## src/rtl/kl_ebus_pkg.sv

```systemverilog
// Shared EBUS types and constants for the arbiter and its helpers.
package kl_ebus_pkg;

  typedef enum logic [2:0] {
    IDLE,
    SETUP,
    DEMAND,
    RELEASE,
    ABORT
  } tEbusArbState;

  typedef logic [0:6]  tEbusCS;
  typedef logic [0:35] tEbusWord;

  localparam int unsigned EBUS_TIMEOUT_DEF = 64;
  localparam int unsigned EBUS_CS_W        = 7;
  localparam int unsigned EBUS_WORD_W      = 36;

endpackage

```

## src/rtl/ebus_rr_pick.sv

```systemverilog
// Combinational round-robin selector: first set request at or above the
// pointer, wrapping modulo NREQ.
module ebus_rr_pick #(
  parameter int unsigned NREQ = 3,
  parameter int unsigned PW   = 2
) (
  input  logic [NREQ-1:0] i_req,
  input  logic [PW-1:0]   i_ptr,
  output logic [PW-1:0]   o_idx,
  output logic            o_any
);

  always_comb begin
    o_any = 1'b0;
    o_idx = '0;
    for (int unsigned k = 0; k < NREQ; k++) begin
      if (!o_any && i_req[PW'((32'(i_ptr) + k) % NREQ)]) begin
        o_any = 1'b1;
        o_idx = PW'((32'(i_ptr) + k) % NREQ);
      end
    end
  end

endmodule

```

## src/rtl/ebus_arb.sv

```systemverilog
// EBUS arbiter and transfer sequencer: round-robin grant, setup, demand/xfer
// handshake, release and timeout abort, with fully registered outputs.
module ebus_arb
  import kl_ebus_pkg::*;
#(
  parameter int unsigned NREQ      = 3,
  parameter int unsigned SETUP_CYC = 2,
  parameter int unsigned TIMEOUT   = EBUS_TIMEOUT_DEF
) (
  input  logic                          clk,
  input  logic                          crobar,
  input  logic [NREQ-1:0]               req,
  input  logic [NREQ-1:0]               req_wr,
  input  logic [NREQ*EBUS_CS_W-1:0]     req_cs,
  input  logic [NREQ*EBUS_WORD_W-1:0]   req_data,
  output logic [NREQ-1:0]               grant,
  output logic [NREQ-1:0]               done,
  output logic [NREQ-1:0]               tmo,
  output tEbusWord                      rdata,
  output tEbusCS                        ebus_cs,
  output logic                          ebus_demand,
  input  logic                          ebus_xfer,
  input  tEbusWord                      ebus_din,
  output logic                          drv_en,
  output tEbusWord                      drv_data
);

  localparam int unsigned PW         = $clog2(NREQ);
  localparam logic [3:0]  SETUP_LAST = 4'(SETUP_CYC - 1);
  localparam logic [9:0]  TO_LAST    = 10'(TIMEOUT - 1);

  tEbusArbState    r_state;
  logic [PW-1:0]   r_ptr;
  logic [NREQ-1:0] r_grant;
  logic [NREQ-1:0] r_done;
  logic [NREQ-1:0] r_tmo;
  logic            r_wr;
  tEbusCS          r_cs;
  tEbusWord        r_drv_data;
  tEbusWord        r_rdata;
  logic            r_drv_en;
  logic            r_demand;
  logic [3:0]      r_setup_cnt;
  logic [9:0]      r_to_cnt;

  logic [PW-1:0]   w_idx;
  logic            w_any;

  ebus_rr_pick #(
    .NREQ (NREQ),
    .PW   (PW)
  ) u_pick (
    .i_req (req),
    .i_ptr (r_ptr),
    .o_idx (w_idx),
    .o_any (w_any)
  );

  always_ff @(posedge clk or posedge crobar) begin
    if (crobar) begin
      r_state     <= IDLE;
      r_ptr       <= '0;
      r_grant     <= '0;
      r_done      <= '0;
      r_tmo       <= '0;
      r_wr        <= 1'b0;
      r_cs        <= '0;
      r_drv_data  <= '0;
      r_rdata     <= '0;
      r_drv_en    <= 1'b0;
      r_demand    <= 1'b0;
      r_setup_cnt <= '0;
      r_to_cnt    <= '0;
    end else begin
      r_done <= '0;
      r_tmo  <= '0;
      case (r_state)
        IDLE: begin
          // No arbitration while done is pulsing: the finished owner still
          // holds req until it has seen done.
          if (w_any && (r_done == '0)) begin
            r_grant     <= NREQ'(1) << w_idx;
            r_ptr       <= (w_idx == PW'(NREQ - 1)) ? '0 : w_idx + 1'b1;
            r_wr        <= req_wr[w_idx];
            r_cs        <= req_cs[32'(w_idx) * EBUS_CS_W +: EBUS_CS_W];
            r_drv_en    <= req_wr[w_idx];
            r_drv_data  <= req_wr[w_idx] ?
                           req_data[32'(w_idx) * EBUS_WORD_W +: EBUS_WORD_W] : '0;
            r_setup_cnt <= SETUP_LAST;
            r_state     <= SETUP;
          end
        end
        SETUP: begin
          if (r_setup_cnt == '0) begin
            r_demand <= 1'b1;
            r_to_cnt <= '0;
            r_state  <= DEMAND;
          end else begin
            r_setup_cnt <= r_setup_cnt - 1'b1;
          end
        end
        DEMAND: begin
          if (ebus_xfer) begin
            if (!r_wr) begin
              r_rdata <= ebus_din;
            end
            r_demand   <= 1'b0;
            r_drv_en   <= 1'b0;
            r_drv_data <= '0;
            r_to_cnt   <= '0;
            r_state    <= RELEASE;
          end else if (r_to_cnt == TO_LAST) begin
            r_demand   <= 1'b0;
            r_drv_en   <= 1'b0;
            r_drv_data <= '0;
            r_cs       <= '0;
            r_tmo      <= r_grant;
            r_state    <= ABORT;
          end else begin
            r_to_cnt <= r_to_cnt + 1'b1;
          end
        end
        RELEASE: begin
          if (!ebus_xfer) begin
            r_done  <= r_grant;
            r_grant <= '0;
            r_cs    <= '0;
            r_state <= IDLE;
          end else if (r_to_cnt == TO_LAST) begin
            r_cs    <= '0;
            r_tmo   <= r_grant;
            r_state <= ABORT;
          end else begin
            r_to_cnt <= r_to_cnt + 1'b1;
          end
        end
        ABORT: begin
          r_grant <= '0;
          r_state <= IDLE;
        end
        default: r_state <= IDLE;
      endcase
    end
  end

  assign grant       = r_grant;
  assign done        = r_done;
  assign tmo         = r_tmo;
  assign rdata       = r_rdata;
  assign ebus_cs     = r_cs;
  assign ebus_demand = r_demand;
  assign drv_en      = r_drv_en;
  assign drv_data    = r_drv_data;

endmodule

```

## config.mk

```make
export PLATFORM = sky130hd
export DESIGN_NAME = ebus_arb
export DESIGN_NICKNAME = d
export VERILOG_FILES = /design/src/rtl/kl_ebus_pkg.sv /design/src/rtl/ebus_rr_pick.sv /design/src/rtl/ebus_arb.sv
export SDC_FILE = /design/constraint.sdc
export NUM_CORES = 1
export LEC_CHECK = 0
export ABC_CLOCK_PERIOD_IN_PS = 4420
export BUFFER_PORTS_ARGS = -buffer_cell sky130_fd_sc_hd__buf_4
export CORE_MARGIN = 1
export CORE_UTILIZATION = 45
export DETAILED_ROUTE_END_ITERATION = 6
export HOLD_SLACK_MARGIN = 0.03
export PLACE_DENSITY = 0.82
export RECOVER_POWER = 50
export SYNTH_ARGS = -nofsm -noshare
export SYNTH_HDL_FRONTEND = slang
export SYNTH_SLANG_ARGS = --single-unit
```

## constraint.sdc

```tcl
create_clock -name clk -period 4.42 [get_ports clk]
set_input_delay 0 -clock clk [delete_from_list [all_inputs] [get_ports clk]]
set_output_delay 0 -clock clk [all_outputs]
set_load 0.02 [all_outputs]
```

# [Yosys cells after proc, flatten, opt, wreduce, memory -nomap -nowiden]
# Index checks and enable logic that the tools add are counted.
[classes] div=3 n_addsub=5 bitwise=1 n_reduce_logical=23 shifts=3 n_mux=54 magnitude_cmp=4 n_eq_ne=13 multipliers=2
[ops] operator="2-to-1 mux 36 bit" n=4
[ops] operator="indexed part select 108 x 9 -> 36 bit" n=1
[ops] operator="one-hot mux 36 bit (2 select lines)" n=1
[ops] operator="remainder unit 32 x 2 -> 32 bit, second input constant" n=2
[ops] operator="2-to-1 mux 10 bit" n=4
[ops] operator="2-to-1 mux 3 bit" n=12
[ops] operator="remainder unit 2 x 2 -> 32 bit, second input constant" n=1
[ops] operator="one-hot mux 10 bit (3 select lines)" n=1
[ops] operator="2-to-1 mux 7 bit" n=4
[ops] operator="one-hot mux 7 bit (3 select lines)" n=1
[ops] operator="AND reduction 3 bit" n=7
[ops] operator="indexed part select 21 x 6 -> 7 bit" n=1
[ops] operator="< comparator 2 x 3 -> 1 bit, second input constant" n=4
[ops] operator="!= test 2 bit, second input constant" n=6
[ops] operator="one-hot mux 3 bit (4 select lines)" n=1
[ops] operator="2-to-1 mux 1 bit" n=11
[ops] operator="adder 10 x 1 -> 10 bit, second input constant" n=1
[ops] operator="== test 10 x 6 -> 1 bit, second input constant" n=1
[ops] operator="one-hot mux 3 bit (3 select lines)" n=1
[ops] operator="nonzero test 3 bit" n=3
[ops] operator="binary-select mux 1 bit (select 2 bit)" n=4
[ops] operator="2-to-1 mux 2 bit" n=4
[ops] operator="2-to-1 mux 4 bit" n=2
[ops] operator="one-hot mux 4 bit (2 select lines)" n=1
[ops] operator="21 further kinds" n=30
[word_totals] input_bits=174 out_inout_bits=90 elab_cells=121 reg_bits=110

# [Logic depth before layout (Yosys ltp)]
# Gate-level depths: netlist (run 1).
[depth] word_depth=15 ltp_mapped=11 mapped_depth_nobuf=8

# [By module]
# Synthesis (run 1) repeated with hierarchy kept, for this count alone.
[hier_totals] hier_cells=511 hier_area_um2=5610.4
[modules_own_cells] module="ebus_arb" instances=1 cells_per_inst=485 area_each_um2=5410.2 seq_area_each_um2=2752.6
[modules_own_cells] module="ebus_rr_pick" instances=1 cells_per_inst=26 area_each_um2=200.2 seq_area_each_um2=0.0

# [Worst setup path after synthesis (run 1)]
# No wires, ideal clock.
[synth_timing] path_type="register to register" start="register r_ptr[1]" end="register r_drv_data[0], in the netlist drv_data[0]" required_ps=4290 path_stages_with_launch=12 path_buffers=3 arrival_time_ps=2334 slack_ps=1956 cell_sequence="dfrtp_1 inv_1 ha_1 buf_4 mux2i_1 mux2_4 nand3_1 o21ai_0 buf_2 buf_1 mux2i_1 o221ai_2"
[synth_via] elab_chain_cells=15 word_cells_on_any_way=31 classes_between="add/sub (2); mul (1); div (3); eq/ne (1); shift (1); mux (17); reduce/logical (6)"
[synth_rtl] element="from (decl)" line_no="ebus_arb.sv:33" text="logic [PW-1:0] r_ptr;"
[synth_rtl] element="from (signal assigned)" line_no="ebus_arb.sv:83" text="r_ptr <= (w_idx == PW'(NREQ - 1)) ? '0 : w_idx + 1'b1;"
[synth_rtl] element="branches (longest 15 deep; another with remainder unit 32 x 2 -> 32 bit)"
[synth_rtl] element="to (signal assigned)" line_no="ebus_arb.sv:87" text="r_drv_data <= req_wr[w_idx] ?"
[synth_rtl] element="to (decl)" line_no="ebus_arb.sv:39" text="tEbusWord r_drv_data;"
# Several ways; the timed one is not identified. The select of a mux whose other input is x is not followed.
# A chain may end at the register's enable or synchronous reset.

# [Worst setup path after layout (run 1)]
[layout_timing] start="register r_ptr[1]" end="register r_drv_data[6], in the netlist drv_data[6]"
# Same word-level chain as after synthesis.

==> results of run 1 <==
cell families after synthesis:
family          count (synthesis)
buf+inv                        81
flops                         110
mux                            87
compound gates                 80
fa+ha+maj                       7
simple gates                  129
xor+xnor                       11
metrics by stage:
stage | utilization [%] | setup slack, ps
6_report | 75.67 | 270.5
3_5_place_dp | 63.93 | 1119
5_1_grt | 75.67 | 51.54
2_1_floorplan | - | 1518
3_3_place_gp | 63.93 | 1289
4_1_cts | 78.48 | 413.3
worst min path at each step:
stage / start / endpoint / depth (start not counted)
2_1_floorplan: ebus_din[0] / rdata[0] / 1
3_3_place_gp: ebus_din[17] / rdata[17] / 2
3_5_place_dp: ebus_din[15] / rdata[15] / 2
4_1_cts: req_cs[8] / ebus_cs[1] / 3
5_1_grt: req_cs[8] / ebus_cs[1] / 3
6_report: req_cs[8] / ebus_cs[1] / 3
sequential cells by signal, summed over array words and instances (netlist names):
| register | count |
|---|---|
| rdata | 36 |
| done | 3 |
| ebus_cs | 7 |
| ebus_demand | 1 |
| drv_data | 36 |
| r_wr | 1 |
| r_setup_cnt | 4 |
| r_ptr | 2 |
| r_state | 3 |
| r_to_cnt | 10 |
| drv_en | 1 |
| grant | 3 |
| tmo | 3 |
routing by layer:
metal / up-vias / GRT usage, %
li1: 2577 / -
met3: 68 / 6.141
met4: 2 / 16.97
met5: - / 0
met1: 2731 / 34.86
met2: 294 / 57.37
layout by cell type (no fill, tap or decap), types with 3 or more instances in the layout:
cell	count
a21oi_1	8
clkbuf_16	9
nor3b_1	3
mux2_2	37
nor2b_1	3
inv_1	56
and2_1	4
and3_1	7
nand4_1	6
o221ai_1	13
nand2_1	61
mux2i_1	48
buf_4	175
dfrtp_1	110
clkbuf_1	91
nor3_1	3
o21ai_0	9
nand3_1	6
nor2_1	21
ha_1	6
o22ai_1	3
xor2_1	9
o221ai_2	30
dlygate4sd3_1	144
report_power, final:
part,total [uW],switching (uW),internal (uW)
Combinational,3210,1770,1430
Sequential,1640,261,1380
Clock,892,390,502
worst max-delay path: stages, from the launching register on:
cell	delay (ps)
dfrtp_1	410
inv_1	110
ha_1	400
mux2i_1	330
mux2_4	270
nand3_1	120
o21ai_4	80
buf_4	630
mux2i_1	350
dlygate4sd3_1	620
o221ai_2	90
dlygate4sd3_1	600
area by class of cell:
class / instances / area, um^2
clock buffers: 10 / 229.0
clock inverters: 6 / 92.59
fillers: 851 / 2947
inverters: 56 / 210.2
multi-input cells: 314 / 2570
flip-flops and latches: 110 / 2753
well taps: 168 / 210.2
repair buffers: 410 / 3100
==> run metrics, run 1 <==
status=complete, but fails checks; failing checks=max-capacitance violations, max-slew violations; arrival time of the worst setup path=4380 ps; relative slew slack=-103.6%; vias in the first global route=6093; CTS Buffer Depth=2; post-synth top area cell=dfrtp_1; Worst setup EP type=register; reg-to-reg endpoint=drv_data[6]; vias after detailed routing=5672; first-pass GRT wire length=31.37 mm; Fmax=0.2410 GHz; CTS H-tree depth=3; Worst R2R Setup Slack=270 ps; PortBufs=263; Die W=114.1 um; row count=40; Req. time, crit path=4650 ps; dpl cells=914; core area=0.01211 mm^2; largest net degree at the start of global routing=83; worst slew pin tran=3051 ps; post-synth top area share=48.67%; share of cells above drive strength 1=29.36%; CTS Hold Buffers Added=144; clock tree sinks=110; # diodes=0; post-synthesis simple-gate area fraction=10.84%; predominant post-synthesis flop cell=dfrtp_1; hpwl dp=11.73 mm; Final Instance Count excl. Fillers=1074; final clock skew=14.55 ps; Ports=264; unrepaired setup endpoints after global routing=false; CP Max Fanout=45; Critical R2R Launch=r_ptr[1]; Worst setup endpoint=drv_data[6]; Max-Cap Viols=1; Mapped Nets=685; total CTS buffers=9; worst min path class=in2reg; Cell variety after synth=52; post_cts resized=0; met3 WL=1.277 mm; wl on met1=7.629 mm; Final Power=5739 uW; Die Y=114.1 um; DR iter-0 viols=406; vias per cell=5.281; dominant cells by area after synthesis=dfrtp_1 49%, mux2i_1 8.5%, o221ai_2 8.0%, mux2_2 7.4%, nand2_1 4.0%; DR pass1 iterations=5; top cells by count, synth=110 x dfrtp_1, 61 x nand2_1, 56 x inv_1, 48 x mux2i_1, 37 x mux2_2; final hold vios=0; Compound-Gate Fraction of Synth Area=14.40%; setup TNS=0 ps; startpoint types=register; Worst-path clk slew=80 ps; PwrDens=626.2 mW/mm^2; final setup violation count=0; CP startpoint=r_ptr[1]; ys async rst share=100.0%; main combinational cell family by area after synthesis=multiplexers; final instance area=0.009165 mm^2; Synth Register Bits=110; RePlAce Congestion=0.8127; Initial Util=46.69%; initial antenna violation count=0; post-synthesis xor/xnor area fraction=1.704%; EDFF count, synth=0; Total Wirelength=20.38 mm; GR Overflow Total=0; insertion delay to the later sink of the worst-skew pair=350 ps; minimum clock period=4150 ps; drc violations=0; Leak=0.004529 uW; Worst Path Class, Setup=reg2reg; CTS tree=yes; post-synthesis mux area share=16.53%; nets@finish=1081; Final ANT Viol Nets=0; most common cell in the netlist=dfrtp_1; die area=0.01302 mm^2; gr usage total=31.62%; post-synthesis sequential area ratio=48.67%; Synth Area per Inst=11.20 um^2; DR top layer=met5; post-DR wirelength/cell=18.98 um; synth warn=0; Root Buffer=clkbuf_16; Synth Cell Area=0.005655 mm^2; Final period util=93.88%; worst hold slack=30.22 ps; Mapped Cells=505; FF-to-FF path depth=11; fin. max-slew vios=83; Layout area overhead=62.06%; Met2 Wirelength=10.61 mm; dpl cell area=0.007742 mm^2; adder-cell share of the synthesized area=1.504%; Peak supply drop=0.0002424 V; Post-CTS Repair Setup Buffers=0
(Power assumes the default switching activity.)
==> run 2: changes to the inputs <==
--- a/config.mk
+++ b/config.mk
@@ -5,13 +5,14 @@
 export SDC_FILE = /design/constraint.sdc
 export NUM_CORES = 1
 export LEC_CHECK = 0
+export ABC_AREA = 1
 export ABC_CLOCK_PERIOD_IN_PS = 4420
 export BUFFER_PORTS_ARGS = -buffer_cell sky130_fd_sc_hd__buf_4
 export CORE_MARGIN = 1
 export CORE_UTILIZATION = 45
 export DETAILED_ROUTE_END_ITERATION = 6
 export HOLD_SLACK_MARGIN = 0.03
-export PLACE_DENSITY = 0.82
+export PLACE_DENSITY = 0.81
 export RECOVER_POWER = 50
 export SYNTH_ARGS = -nofsm -noshare
 export SYNTH_HDL_FRONTEND = slang
==> run metrics, run 2 <==
row count=41; commonest non-fill, non-tap cell in the layout=nand2_1; startpoint types=register; # diodes=0; Worst-path clk slew=80 ps; Mapped Cells=690; Critical path buffers and inverters=3; final setup violation count=0; EDFF count, synth=0; ys async rst share=100.0%; CP Max Fanout=46; final worst-path setup slack=1151 ps; Die W=116.2 um; Root Buffer=clkbuf_16; failing checks=max-capacitance violations, max-slew violations; unrepaired setup endpoints after global routing=false; vias per cell=5.140; dpl cell area=0.007875 mm^2; Worst Path Class, Setup=reg2reg; Leak=0.004368 uW; hpwl dp=11.88 mm; Max-Cap Viols=1; arrival time of the worst setup path=3550 ps; status=complete, but fails checks; share of cells above drive strength 1=26.30%; Req. time, crit path=4700 ps; CTS H-tree depth=3; relative slew slack=-62.82%; vias after detailed routing=6219; total CTS buffers=9; Max stage delay on crit path=560 ps; largest net degree at the start of global routing=57; Total Wirelength=18.16 mm; most common cell type on the critical path=nand2_1; Fmax=0.3059 GHz; dominant cells by area after synthesis=dfrtp_1 47%, nand3_1 14%, nand2_1 12%, mux2_2 6.9%, nand3_2 3.1%; most frequent cells in the layout=185 x nand2_1, 177 x buf_4, 169 x nand3_1; cells along the critical path=inv_1 -> ha_1 -> inv_2 -> nand2_1 -> nand3_1 -> nand2_1 -> nand2_1 -> nand2_1 -> nand2_1 -> nand2_4 -> nor2_2 -> nand2_1 -> nand3_1 -> dlygate4sd3_1 -> nand2_1 -> nand2_1; family with the most delay on the worst path=simple AND/OR/NAND/NOR gates; post-DR wirelength/cell=15.01 um; Final ANT Viol Nets=0; Mapped Nets=870; most common cell in the netlist=nand2_1; initial antenna violation count=0; Cell variety after synth=35; final instance area=0.008827 mm^2; fin. max-slew vios=57; synth warn=0; drc violations=0; pre-CTS setup slack=1608 ps; Final period util=73.97%; setup TNS=0 ps; DR iter-0 viols=442; DR pass1 iterations=7; PortBufs=263; post-synthesis sequential area ratio=46.92%; Synth Cell Area=0.005867 mm^2; post-synth top area cell=dfrtp_1; Synth Register Bits=110; predominant post-synthesis flop cell=dfrtp_1; PwrDens=737.6 mW/mm^2; RePlAce Congestion=0.9161; vias in the first global route=5862; die area=0.01350 mm^2; CTS tree=yes; clock tree sinks=110; Layout area overhead=50.46%; CTS Buffer Depth=2; post-synth top area share=46.92%; Peak supply drop=0.0006076 V; Worst setup EP type=register; Die Y=116.2 um; Post-CTS Repair Setup Buffers=0; nets@finish=1213; Ports=264; minimum clock period=3269 ps; Initial Util=46.30%; final hold vios=0; worst slew pin tran=2429 ps; insertion delay to the later sink of the worst-skew pair=340 ps; gr usage total=26.70%; core area=0.01267 mm^2; Synth Area per Inst=8.503 um^2; first-pass GRT wire length=28.10 mm; final clock skew=7.257 ps; Worst path slowest cell=dlygate4sd3_1; top cells by count, synth=185 x nand2_1, 169 x nand3_1, 110 x dfrtp_1, 38 x inv_1, 36 x mux2_2; GR Overflow Total=0; worst hold slack=35.55 ps; worst min path class=in2reg
## run 2: cell types whose count changed after synthesis, sizes merged, moves of 4 or more
cell,change
and2,-4
and3,-7
buf,+17
clkbuf,-7
inv,-15
mux2i,-49
nand2,+130
nand3,+182
nor2,+12
nor3,+5
o21ai,+7
o221ai,-43
xor2,-6
## run 2: routing by layer
metal	routed length [um]	vias up	track usage, %
li1	-	2985	-
met1	7016	2891	32.55
met2	9150	298	46.07
met3	1402	45	5.708
met4	590	0	10.77
met5	0	-	0
## run 2: what timing repair did
| action | in CTS | in global routing |
|---|---|---|
| hold buffers | 98 | 0 |
| gates resized for setup | 0 | 0 |
| hold endpoints to repair | 133 | 0 |
## run 2: layout make-up
cell class | count | area (um^2)
clock buffers | 9 | 225.2
flip-flops and latches | 110 | 2753
repair buffers | 367 | 2660
well taps | 172 | 215.2
clock inverters | 7 | 87.58
inverters | 41 | 155.1
fillers | 1049 | 3844
multi-input cells | 504 | 2731
## run 2: worst min-delay path, stage by stage
cell and delay (ps):
buf_4 70, nand3_1 70, nand3_1 70, nand3_1 70, nand2_1 60
## run 2: logic make-up after synthesis
logic type,share of synthesized area (%)
xor gates and xnor gates,0.5973
and+or+nand+nor,34.68
muxes,6.910
buffers and inverters,6.654
DFF,46.92
AOI/OAI and AO/OA,2.965
adders and majority gates,1.280
## run 2: path summary, 6_finish.rpt
check / from / to / slack [ps] / cells past startpoint
setup / recovery: r_ptr[0] / ebus_cs[5] / 1150 / 16
max in group asynchronous: crobar / rdata[8] / 1370 / 4
min in group asynchronous: crobar / rdata[12] / 880 / 3
hold / removal: req_data[9] / drv_data[9] / 40 / 5
setup reg to reg: r_ptr[0] / ebus_cs[5] / 1150 / 16
hold reg to reg: drv_data[29] / drv_data[29] / 480 / 2
## run 2: power breakdown
part | switching [uW] | internal, uW
clock | 407 | 407
sequential | 184 | 1350
combinational | 2650 | 1510
total | 3240 | 3270
## run 2: stage by stage
step                      util (%)  total power (uW)  std cells
final                        69.67              6511       1210
after global routing         69.67              7047       1210
after CTS                    72.36              6687       1210
after detailed placement     62.15              5445       1096
after global placement       62.15              5375       1096
after floorplan                  -              4441        690
